`src/rtl/pak_dsp_rif.sv`:
```
// pak_dsp_rif: register interface and configuration scheduler for pak-dsp.
// It holds shadow copies of the DUC/DDC bypass bits and the filter
// coefficients, reached over a valid/ready config channel. A commit waits
// until both datapaths are idle, then copies shadow into active in one cycle.
//
// Ports:
//   clk, arst_n            clock, synchronous active-low reset
//   cfg_valid_in/ready_out request handshake; cfg_wr_in, cfg_addr_in, cfg_wdata_in
//   rsp_valid_out/ready_in response handshake; rsp_rdata_out, rsp_err_out
//   dp_busy_in             bit0 DUC busy, bit1 DDC busy
//   bypass_duc_out/ddc_out active bypass bits
//   coeffs_out             active coefficients, coeff k at [k*COEFF_WIDTH +: COEFF_WIDTH]
//   swap_done_out          one-cycle pulse when active is updated
//
// Register map: 0x00 CTRL, 0x01 STATUS, 0x10.. shadow coefficients.
// Build option: define PAK_DSP_RIF_TIMEOUT_EN to force the swap after
// TIMEOUT_CYCLES busy cycles in WAIT (sets sticky STATUS bit3).
module pak_dsp_rif #(
  parameter int unsigned COEFF_WIDTH    = 16,
  parameter int unsigned N_COEFFS       = 32,
  parameter int unsigned TIMEOUT_CYCLES = 1024
) (
  input  logic                            clk,
  input  logic                            arst_n,
  input  logic                            cfg_valid_in,
  output logic                            cfg_ready_out,
  input  logic                            cfg_wr_in,
  input  logic [7:0]                      cfg_addr_in,
  input  logic [31:0]                     cfg_wdata_in,
  output logic                            rsp_valid_out,
  input  logic                            rsp_ready_in,
  output logic [31:0]                     rsp_rdata_out,
  output logic                            rsp_err_out,
  input  logic [1:0]                      dp_busy_in,
  output logic                            bypass_duc_out,
  output logic                            bypass_ddc_out,
  output logic [N_COEFFS*COEFF_WIDTH-1:0] coeffs_out,
  output logic                            swap_done_out
);

  localparam int unsigned IDX_W     = (N_COEFFS > 1) ? $clog2(N_COEFFS) : 1;
  localparam logic [8:0]  COEFF_LIM = 9'(N_COEFFS);

  if (N_COEFFS < 1 || N_COEFFS > 64 || COEFF_WIDTH < 1 || COEFF_WIDTH > 32
      || TIMEOUT_CYCLES < 1) begin : g_bad_params
    $error("pak_dsp_rif: parameter out of range");
  end

  typedef enum logic {ST_IDLE, ST_WAIT} state_t;

  state_t                 state;
  logic [1:0]             shadow_byp;
  logic [COEFF_WIDTH-1:0] shadow_coeff [N_COEFFS];
  logic                   timeout_flag;

  logic                   accept;
  logic                   sel_ctrl, sel_status, sel_coeff, req_err;
  logic [7:0]             coeff_off;
  logic [IDX_W-1:0]       coeff_idx;
  logic [31:0]            rd_data;
  logic                   force_swap, swap_now;
  logic                   unused_wdata;

  assign cfg_ready_out = !rsp_valid_out;
  assign accept        = cfg_valid_in && cfg_ready_out;
  assign unused_wdata  = &{1'b0, cfg_wdata_in};

`ifdef PAK_DSP_RIF_TIMEOUT_EN
  logic [31:0] to_cnt;

  assign force_swap = (state == ST_WAIT) && (dp_busy_in != 2'b00)
                      && (to_cnt == TIMEOUT_CYCLES - 1);

  always_ff @(posedge clk) begin
    if (!arst_n) begin
      to_cnt <= '0;
    end else if (accept && cfg_wr_in && !req_err && sel_ctrl && cfg_wdata_in[8]) begin
      to_cnt <= '0;
    end else if (state == ST_WAIT && dp_busy_in != 2'b00 && !force_swap) begin
      to_cnt <= to_cnt + 32'd1;
    end
  end
`else
  assign force_swap = 1'b0;
`endif

  assign swap_now = (state == ST_WAIT) && ((dp_busy_in == 2'b00) || force_swap);

  always_comb begin
    coeff_off  = cfg_addr_in - 8'h10;
    coeff_idx  = coeff_off[IDX_W-1:0];
    sel_ctrl   = (cfg_addr_in == 8'h00);
    sel_status = (cfg_addr_in == 8'h01);
    sel_coeff  = (cfg_addr_in >= 8'h10) && ({1'b0, coeff_off} < COEFF_LIM);
    // Shadow state is frozen while a commit is pending; STATUS stays writable.
    req_err    = !(sel_ctrl || sel_status || sel_coeff)
                 || (cfg_wr_in && state == ST_WAIT && (sel_ctrl || sel_coeff));
    rd_data    = '0;
    if (!cfg_wr_in && !req_err) begin
      if (sel_ctrl) begin
        rd_data[1:0] = shadow_byp;
      end else if (sel_status) begin
        rd_data[3:0] = {timeout_flag, dp_busy_in, state == ST_WAIT};
      end else begin
        rd_data[COEFF_WIDTH-1:0] = shadow_coeff[coeff_idx];
      end
    end
  end

  always_ff @(posedge clk) begin
    if (!arst_n) begin
      state          <= ST_IDLE;
      shadow_byp     <= '0;
      timeout_flag   <= 1'b0;
      rsp_valid_out  <= 1'b0;
      rsp_rdata_out  <= '0;
      rsp_err_out    <= 1'b0;
      bypass_duc_out <= 1'b1;
      bypass_ddc_out <= 1'b1;
      coeffs_out     <= '0;
      swap_done_out  <= 1'b0;
      for (int unsigned k = 0; k < N_COEFFS; k++) begin
        shadow_coeff[IDX_W'(k)] <= '0;
      end
    end else begin
      swap_done_out <= 1'b0;

      if (rsp_valid_out && rsp_ready_in) begin
        rsp_valid_out <= 1'b0;
      end

      if (accept) begin
        rsp_valid_out <= 1'b1;
        rsp_rdata_out <= rd_data;
        rsp_err_out   <= req_err;
        if (cfg_wr_in && !req_err) begin
          if (sel_ctrl) begin
            shadow_byp <= cfg_wdata_in[1:0];
            if (cfg_wdata_in[8]) begin
              state <= ST_WAIT;
            end
          end
          if (sel_status && cfg_wdata_in[3]) begin
            timeout_flag <= 1'b0;
          end
          if (sel_coeff) begin
            shadow_coeff[coeff_idx] <= cfg_wdata_in[COEFF_WIDTH-1:0];
          end
        end
      end

      // Commits are only accepted in IDLE and swaps only occur in WAIT,
      // so the two state updates never collide.
      if (swap_now) begin
        bypass_duc_out <= shadow_byp[0];
        bypass_ddc_out <= shadow_byp[1];
        for (int unsigned k = 0; k < N_COEFFS; k++) begin
          coeffs_out[k*COEFF_WIDTH +: COEFF_WIDTH] <= shadow_coeff[IDX_W'(k)];
        end
        swap_done_out <= 1'b1;
        state         <= ST_IDLE;
        if (force_swap) begin
          timeout_flag <= 1'b1;
        end
      end
    end
  end

endmodule
```
`config.mk`:
```
export PLATFORM = sky130hd
export DESIGN_NAME = pak_dsp_rif
export DESIGN_NICKNAME = d
export VERILOG_FILES = /design/src/rtl/pak_dsp_rif.sv
export SDC_FILE = /design/constraint.sdc
export NUM_CORES = 1
export LEC_CHECK = 0
export CAP_MARGIN = 20
export CORE_AREA = 2 2 275 277
export CTS_BUF_LIST = sky130_fd_sc_hd__clkbuf_8 sky130_fd_sc_hd__clkbuf_16
export CTS_CLUSTER_DIAMETER = 100
export DETAILED_ROUTE_END_ITERATION = 16
export DIE_AREA = 0 0 277 279
export PLACE_DENSITY = 0.88
export SKIP_CTS_REPAIR_TIMING = 1
export SKIP_LAST_GASP = 1
export SYNTH_ARGS = -nofsm -noshare
export SYNTH_HDL_FRONTEND = slang
export SYNTH_SLANG_ARGS = --single-unit
```
`constraint.sdc`:
```
create_clock -name clk -period 4.73 [get_ports clk]
set_input_delay 0.946 -clock clk [delete_from_list [all_inputs] [get_ports clk]]
set_output_delay 0.946 -clock clk [all_outputs]
set_load 0.05 [all_outputs]
```
## Word level (Yosys, flattened, before mapping)

Memories as Yosys holds them, arrays and structs flattened. A register that Yosys moved wholly into a read port is not among the register bits.
Index checks and enable logic that the tools add are counted.

| word-level totals | value |
|---|---|
| memories kept | 1 |
| logic and storage cells | 86 |
| register bits | 24 |
| memory bits (writable) | 512 |
| output and inout bits | 550 |
| input port bits | 47 |

Memory list:

| memory | words | width | rd ports | clocked after Yosys merged registers in | wr ports | line | RTL |
|---|---|---|---|---|---|---|---|
| shadow_coeff | 32 | 16 | 33 | 32 | 32 | 53 | `logic [COEFF_WIDTH-1:0] shadow_coeff [N_COEFFS];` |

| cells by class | value |
|---|---|
| mux-type cells | 17 |
| reduce and logical (&&, ||, !) cells | 55 |
| bitwise gates (word level) | 1 |
| magnitude comparators | 2 |
| equal/unequal tests | 1 |
| add/subtract/negate cells | 1 |

Operator list:

| kind | number |
|---|---|
| zero test 1 bit | 36 |
| 2-to-1 mux 16 bit | 2 |
| OR reduction 16 bit | 1 |
| 2-to-1 mux 14 bit | 1 |
| 2-to-1 mux 12 bit | 1 |
| 2-to-1 mux 1 bit | 10 |
| == test 8 x 1 -> 1 bit (second input constant) | 1 |
| >= comparator 8 x 5 -> 1 bit (second input constant) | 1 |
| logical AND 1 bit | 8 |
| zero test 8 bit | 1 |
| less-than comparator 8 x 6 -> 1 bit (second input constant) | 1 |
| subtractor 8 x 5 -> 8 bit (second input constant) | 1 |
| 2-to-1 mux 5 bit | 1 |
| logical OR 1 bit | 4 |
| 2-to-1 mux 4 bit | 1 |
| AND reduction 4 bit | 1 |
| AND reduction 3 bit | 1 |
| zero test 2 bit | 1 |
| 2-to-1 mux 2 bit | 1 |
| nonzero test 2 bit | 1 |
| OR reduction 2 bit | 1 |
| NOT 1 bit | 1 |

## Longest topological paths before layout

Gate-level depths: netlist (run 1).

| depth | value |
|---|---|
| word-level depth | 14 |
| gate-level depth with buffers | 11 |
| depth with buffers taken out | 7 |

## Least setup slack after synthesis (run 1)

No wires, ideal clock.

| timing | value |
|---|---|
| kind | input-to-reg |
| start point | in cfg_addr_in[4] |
| end point | mem shadow_coeff[2][0] (enable) |
| setup time | 0.411 ns |
| setup slack | 0.374 ns |
| cell stages on the path | 9 |
| buffers on the path | 3 |
| data required time | 4.319 ns |
| data arrival time | 3.945 ns |
| cell sequence | buf_6 > clkinv_1 > ha_1 > nor3b_4 > a31oi_4 > or4_1 > buf_6 > buf_8 > o21ai_0 |

RTL lines:

| what | line | RTL |
|---|---|---|
| from (decl) | 28 | `input logic [7:0] cfg_addr_in,` |
| to (decl) | 53 |  |

==> results of run 1 <==
-- area by class of cell --
class / instances / area [um^2]
diodes: 5 / 12.5
flip-flops and latches: 1048 / 26100
clock inverters: 74 / 761
well taps: 969 / 1210
clock buffers: 117 / 2830
inverters: 6 / 30.0
fillers: 4741 / 23900
repair buffers: 673 / 6700
multi-input cells: 1422 / 12500
-- metal layers --
metal  vias to the layer above  global-route usage, %
met1                     14000                   42.8
met5                         -                      0
met4                        14                   21.0
met2                      2364                   55.3
met3                       436                   9.47
li1                      11500                      -
-- critical path, stage by stage --
cell and delay, ns:
clkdlybuf4s50_1 0.57, clkinv_1 0.25, ha_1 0.40, nor3b_4 0.25
a31oi_4 0.15, or4_1 0.77, buf_4 0.30, o21ai_1 0.15
buf_4 0.29
-- cells in the mapped netlist (all sizes together), types with 5 or more instances --
| cell | number | share of area, % |
|---|---|---|
| and2 | 384 | 6.0 |
| nand2 | 12 | 0.11 |
| nor2b | 5 | 0.078 |
| a22oi | 51 | 0.96 |
| edfxtp | 512 | 39 |
| o22ai | 6 | 0.094 |
| o21ai | 37 | 0.47 |
| nand3 | 6 | 0.075 |
| dfxtp | 536 | 27 |
| nor2 | 30 | 0.86 |
| nand4 | 14 | 0.22 |
| mux2 | 12 | 0.34 |
| buf | 72 | 1.3 |
| nor3b | 6 | 0.14 |
| and3 | 133 | 2.1 |
| clkbuf | 220 | 2.1 |
| a22o | 526 | 12 |
| or4 | 5 | 0.10 |
| mux2i | 12 | 0.30 |
| mux4 | 119 | 6.7 |
-- registers in the layout, summed over array words and instances (netlist names) --
signal	count
coeffs_out	512
shadow_coeff	512
rsp_rdata_out	16
shadow_byp	2
bypass_ddc_out	1
bypass_duc_out	1
rsp_err_out	1
rsp_valid_out	1
state	1
swap_done_out	1
-- worst paths after layout --
check                           slack (ns)                                 to                     startpoint
worst max-delay path                  0.99  shadow_coeff[31][4]$_SDFFCE_PN0P_                 cfg_addr_in[4]
worst min-delay path                  0.48      rsp_rdata_out[2]$_SDFFE_PN0P_  rsp_rdata_out[2]$_SDFFE_PN0P_
worst max register to register        2.04  shadow_coeff[31][4]$_SDFFCE_PN0P_     rsp_valid_out$_SDFFE_PN0P_
worst min register to register        0.48      rsp_rdata_out[2]$_SDFFE_PN0P_  rsp_rdata_out[2]$_SDFFE_PN0P_
-- placed cells by master, fill, tap and decap left out, types with 6 or more instances in the layout --
cell / netlist / final
mux4_2: 119 / 119
a22oi_1: 51 / 51
bufinv_16: 0 / 12
edfxtp_1: 512 / 512
clkbuf_8: 0 / 10
nor2_8: 6 / 6
dfxtp_1: 536 / 536
mux2i_1: 12 / 12
clkdlybuf4s50_1: 0 / 560
o21ai_1: 0 / 28
a22o_1: 526 / 526
o22ai_1: 6 / 6
nand3_1: 6 / 6
nor2_4: 18 / 18
and2_1: 384 / 384
nand2_1: 12 / 12
nand4_1: 14 / 14
and3_1: 133 / 133
buf_4: 25 / 90
clkbuf_16: 0 / 108
clkinv_2: 0 / 22
inv_1: 3 / 18
buf_12: 1 / 18
mux2_2: 12 / 12
clkinv_1: 2 / 7
conb_1: 1 / 16
-- through the flow --
stage	setup WS (ns)	total power, mW	instance area [um^2]
global placement	0.379	10.8	46600
floorplan	0.374	10.4	40000
CTS	1.02	19.2	50200
global route	0.889	19.6	50200
finish	0.988	19.2	50200
detailed placement	0.356	10.8	46600
-- kinds of logic after synthesis --
family	after synthesis	synth area share, %
buffers and inverters	298	3.49
other	1	0.00939
adders and majority gates	2	0.0627
and+or+nand+nor	617	10.1
DFF	1048	65.4
muxes	143	7.35
AOI/OAI and AO/OA	644	13.6
-- power by group through the flow --
stage	combinational, mW	clock [mW]	sequential, mW
4_1_cts	0.859	8.63	9.73
5_1_grt	0.897	8.95	9.73
2_1_floorplan	0.485	0	9.88
3_3_place_gp	0.839	0	9.92
3_5_place_dp	0.851	0	9.92
6_report	0.876	8.60	9.74
==> flow_metrics.env, run 1 <==
export IMPL_outcome="complete, no violations"
export IMPL_drt_first_pass_iters=8
export IMPL_worst_endpoint_required_ns=5.07
export IMPL_pwr_share_seq_pct=50.7
export IMPL_cts_buffers=101
export IMPL_synth_edf_count=512
export IMPL_clkLatencyLatePin_ns=0.67
export IMPL_synth_seq_area_share_pct=65.4
export IMPL_powerDensity_nw_per_um2=383
export IMPL_antenna_found_initial=12
export IMPL_clock_sinks=1048
export IMPL_switching_share_pct=22.6
export IMPL_fin_crit_sh_pct=79.1
export IMPL_boundaryPins=597
export IMPL_syn_area_um2=39900
export IMPL_path_class="input pin to register"
export IMPL_hold_violations=0
export IMPL_routed_via_density=6.56
export IMPL_stdcell_count=4314
export IMPL_slew_viol_final=0
export IMPL_max_slew_worst_pin_slew_ns=1.05
export IMPL_synth_seq_cells=1048
export IMPL_arrival_ns=4.08
export IMPL_overflow=0
export IMPL_grtUsageTotal_pct=34.8
export IMPL_fp_coreArea_um2=74100
export IMPL_m1WireLength_mm=47.4
export IMPL_path_clk_slew_ns=0.06
export IMPL_met2_length_mm=64.0
export IMPL_met3_wirelength_mm=17.2
export IMPL_die_area_um2=77300
export IMPL_die_x_um=277
export IMPL_h_tree_depth=3
export IMPL_cts_root_buf="clkbuf_16"
export IMPL_synth_cells=2753
export IMPL_fp_dieH_um=279
export IMPL_drt_total_wl_mm=138
export IMPL_min_period_ns=3.74
export IMPL_share_comb_of_total_power_pct=4.6
export IMPL_ys_warn_count=0
export IMPL_globalplace_congestion=0.938
export IMPL_nets=3301
export IMPL_ys_types=63
export IMPL_r2r_cells=6
export IMPL_grt_pass1_wl_mm=195
export IMPL_end_kind="register"
export IMPL_portBuffers=564
export IMPL_grt_pass1_vias=27300
export IMPL_top_layer="met5"
export IMPL_dp_cells=4118
export IMPL_cts_path_max_buffers=3
export IMPL_worstHoldPathCells=1
export IMPL_async_flop_share_pct=0
export IMPL_crit_path_start_kind="input pin"
export IMPL_skew_ns=0.0222
export IMPL_p_int_mw=14.9
export IMPL_antenna_left=0
export IMPL_p_sw_mw=4.35
export IMPL_dpl_hpwl_mm=92.1
export IMPL_p_leak_nw=19.2
export IMPL_synthToLayoutAreaGrowth_pct=25.7
export IMPL_fin_util_pct=67.8
export IMPL_drive_gt1_share_pct=13.9
export IMPL_num_vias=28300
export IMPL_drc_errors=0
export IMPL_drt_iter0_markers=3877
export IMPL_worst_hold_slack_ns=0.478
export IMPL_start_util_pct=53.9
export IMPL_critPathMaxFanout=16
export IMPL_wl_per_cell_um=32.0
export IMPL_rows=100
export IMPL_clockPowerShare_pct=44.8
export IMPL_synthFlopType="dfxtp_1"
export IMPL_maxCapViolCount=0
export IMPL_setup_tns_final_ns=0
export IMPL_cts_tree="yes"
export IMPL_hp_class="register to register"
export IMPL_vdd_drop_max_v=0.000328
export IMPL_setup_violations=0
export IMPL_fmax_mhz=267
export IMPL_syn_avg_cell_area_um2=14.5
export IMPL_relSlewSlack_pct=29.9
export IMPL_rsz0062_at_grt="no"
export IMPL_grt_max_degree=138
(Power assumes the default switching activity.)
==> run 2: changes to the inputs <==
==> constraint.sdc (replaced) <==
create_clock -name clk -period 3.6 [get_ports clk]
set_input_delay 0.72 -clock clk [delete_from_list [all_inputs] [get_ports clk]]
set_output_delay 0.72 -clock clk [all_outputs]
set_load 0.05 [all_outputs]
==> run 2 against run 1 <==
Via count rose by 2.2%. First-iteration DRC count rose by 1.0%. Clock power rose by 35%. Count of clock-buffer cells in the layout rose by 9. Register-to-register slack got worse by 0.99 ns. Sequential power rose by 31%. Combinational power rose by 43%. Die area did not move. Design area rose by 2.7%.
==> flow_metrics.env, run 2 (same netlist as run 1, synthesis figures left out) <==
export IMPL_outcome="complete, no violations"
export IMPL_drt_first_pass_iters=6
export IMPL_worst_hold_slack_ns=0.473
export IMPL_fp_coreArea_um2=74100
export IMPL_p_leak_nw=19.8
export IMPL_n_antenna_cell=0
export IMPL_drive_gt1_share_pct=16.4
export IMPL_cts_buffers=103
export IMPL_cts_tree="yes"
export IMPL_wl_per_cell_um=32.4
export IMPL_synthToLayoutAreaGrowth_pct=29.2
export IMPL_die_x_um=277
export IMPL_timing_final_ws_setup_ns=0.373
export IMPL_path_buf_inv=5
export IMPL_cts_root_buf="clkbuf_16"
export IMPL_h_tree_depth=3
export IMPL_portBuffers=564
export IMPL_final_common_cell="clkdlybuf4s50_1"
export IMPL_overflow=0
export IMPL_grt_pass1_vias=28100
export IMPL_antenna_found_initial=6
export IMPL_hold_path_end="coeffs_out[273]$_SDFFE_PN0P_"
export IMPL_max_slew_worst_pin_slew_ns=1.10
export IMPL_maxCapViolCount=0
export IMPL_vdd_drop_max_v=0.000374
export IMPL_fmax_mhz=310
export IMPL_cts_path_max_buffers=3
export IMPL_drc_errors=0
export IMPL_holdCritStartpoint="shadow_coeff[17][1]$_SDFFCE_PN0P_"
export IMPL_grt_pass1_wl_mm=200
export IMPL_relSlewSlack_pct=26.4
export IMPL_critPathMaxFanout=16
export IMPL_powerDensity_nw_per_um2=497
export IMPL_r2r_start="rsp_valid_out$_SDFFE_PN0P_"
export IMPL_r2r_cells=7
export IMPL_rsz0062_at_grt="no"
export IMPL_end_kind="register"
export IMPL_antenna_left=0
export IMPL_hp_class="register to register"
export IMPL_hold_violations=0
export IMPL_drt_total_wl_mm=142
export IMPL_path_cells="clkdlybuf4s50_1 -> buf_4 -> clkinv_1 -> ha_1 -> nor3b_4 -> a31oi_4 -> or4_2 -> buf_4 -> buf_4 -> nor2_8 -> and2_1"
export IMPL_rows=100
export IMPL_routed_via_density=6.59
export IMPL_path_class="input pin to register"
export IMPL_layout_common_cells="clkdlybuf4s50_1, dfxtp_1, a22o_1, edfxtp_1, and2_1"
export IMPL_drt_iter0_markers=3916
export IMPL_min_period_ns=3.23
export IMPL_dp_slack_ns=-0.248
export IMPL_start_util_pct=53.9
export IMPL_grt_max_degree=107
export IMPL_setup_violations=0
export IMPL_path_common_cell="buf_4"
export IMPL_reg2reg_to="shadow_coeff[26][1]$_SDFFCE_PN0P_"
export IMPL_worstHoldPathCells=1
export IMPL_r2r_slack_ns=1.05
export IMPL_dpl_hpwl_mm=95.5
export IMPL_cp_slowest_cell="or4_2"
export IMPL_final_area_um2=51600
export IMPL_worst_endpoint_required_ns=4.12
export IMPL_grtUsageTotal_pct=35.8
export IMPL_boundaryPins=597
export IMPL_reg_top3="coeffs_out (512), shadow_coeff (512), rsp_rdata_out (16)"
export IMPL_fillerInstances=4532
export IMPL_path_clk_slew_ns=0.07
export IMPL_fin_util_pct=69.6
export IMPL_fin_crit_sh_pct=89.6
export IMPL_num_vias=28900
export IMPL_crit_path_start_kind="input pin"
export IMPL_globalplace_congestion=0.916
export IMPL_fp_dieH_um=279
export IMPL_skew_ns=0.0227
export IMPL_max_stage_delay_ns=0.68
export IMPL_slew_viol_final=0
export IMPL_die_area_um2=77300
export IMPL_placed_area_um2=47900
export IMPL_nets=3374
export IMPL_clkLatencyLatePin_ns=0.67
export IMPL_arrival_ns=3.75
export IMPL_cp_top_family="simple AND/OR/NAND/NOR gates"
export IMPL_clock_sinks=1048
run 2: cell types whose count changed in the layout (fill, tap and decap cells not counted), moves of 7 or more:
cell / before / now
buf_12: 18 / 72
buf_4: 90 / 107
clkinv_2: 22 / 13
clkinv_4: 3 / 10
o21ai_1: 28 / 7
o21ai_2: 5 / 26
run 2: how the worst max path moves through the flow:
stage	startpoint	endpoint	slack [ns]	depth (start not counted)
3_5_place_dp	cfg_addr_in[4]	shadow_coeff[14][5]$_SDFFCE_PN0P_	-0.25	10
2_1_floorplan	cfg_addr_in[4]	shadow_coeff[19][0]$_SDFFCE_PN0P_	-0.34	8
4_1_cts	cfg_addr_in[4]	shadow_coeff[26][1]$_SDFFCE_PN0P_	0.44	11
5_1_grt	cfg_addr_in[4]	shadow_coeff[26][1]$_SDFFCE_PN0P_	0.29	11
3_3_place_gp	cfg_addr_in[4]	shadow_coeff[1][15]$_SDFFCE_PN0P_	-0.20	10
6_report	cfg_addr_in[4]	shadow_coeff[26][1]$_SDFFCE_PN0P_	0.37	11
run 2: per-stage QoR:
stage	setup TNS (ns)	cells	power, mW
global route	0	4385	26.0
global placement	-77.49	4188	14.2
detailed placement	-106.44	4189	14.2
finish	0	4385	25.6
CTS	0	4385	25.6
floorplan	-47.73	2768	13.6
run 2: layout make-up:
| type | instances | area (um^2) | area share, % |
|---|---|---|---|
| clock buffer | 126 | 3010 | 5.83 |
| clock inverter | 70 | 699 | 1.36 |
| inverter | 6 | 30.0 | 0.0582 |
| multi-input combinational | 1422 | 12600 | 24.5 |
| sequential | 1048 | 26100 | 50.6 |
| tap | 969 | 1210 | 2.35 |
| timing repair buffer | 744 | 7900 | 15.3 |
run 2: report_power, final:
part           switching [mW]  total [mW]  internal, mW  leakage (nW)
logic                   0.846        1.25         0.402          8.25
clock network            4.85        11.6          6.71          1.87
registers               0.153        12.8          12.6          9.73
run 2: worst register-to-register path, delay by kind of cell (launching register included):
| family | cells | cell delay (ns) |
|---|---|---|
| AND/OR/NAND/NOR | 5 | 1.54 |
| buffers and inverters | 2 | 0.48 |
| flip-flops | 1 | 0.40 |
run 2: routing by layer:
layer | vias up | track usage [%] | wire length, um
li1 | 11700 | - | -
met1 | 14400 | 43.4 | 48200
met2 | 2386 | 57.2 | 66500
met3 | 485 | 9.80 | 17400
met4 | 10 | 22.4 | 9920
met5 | - | 0 | 58
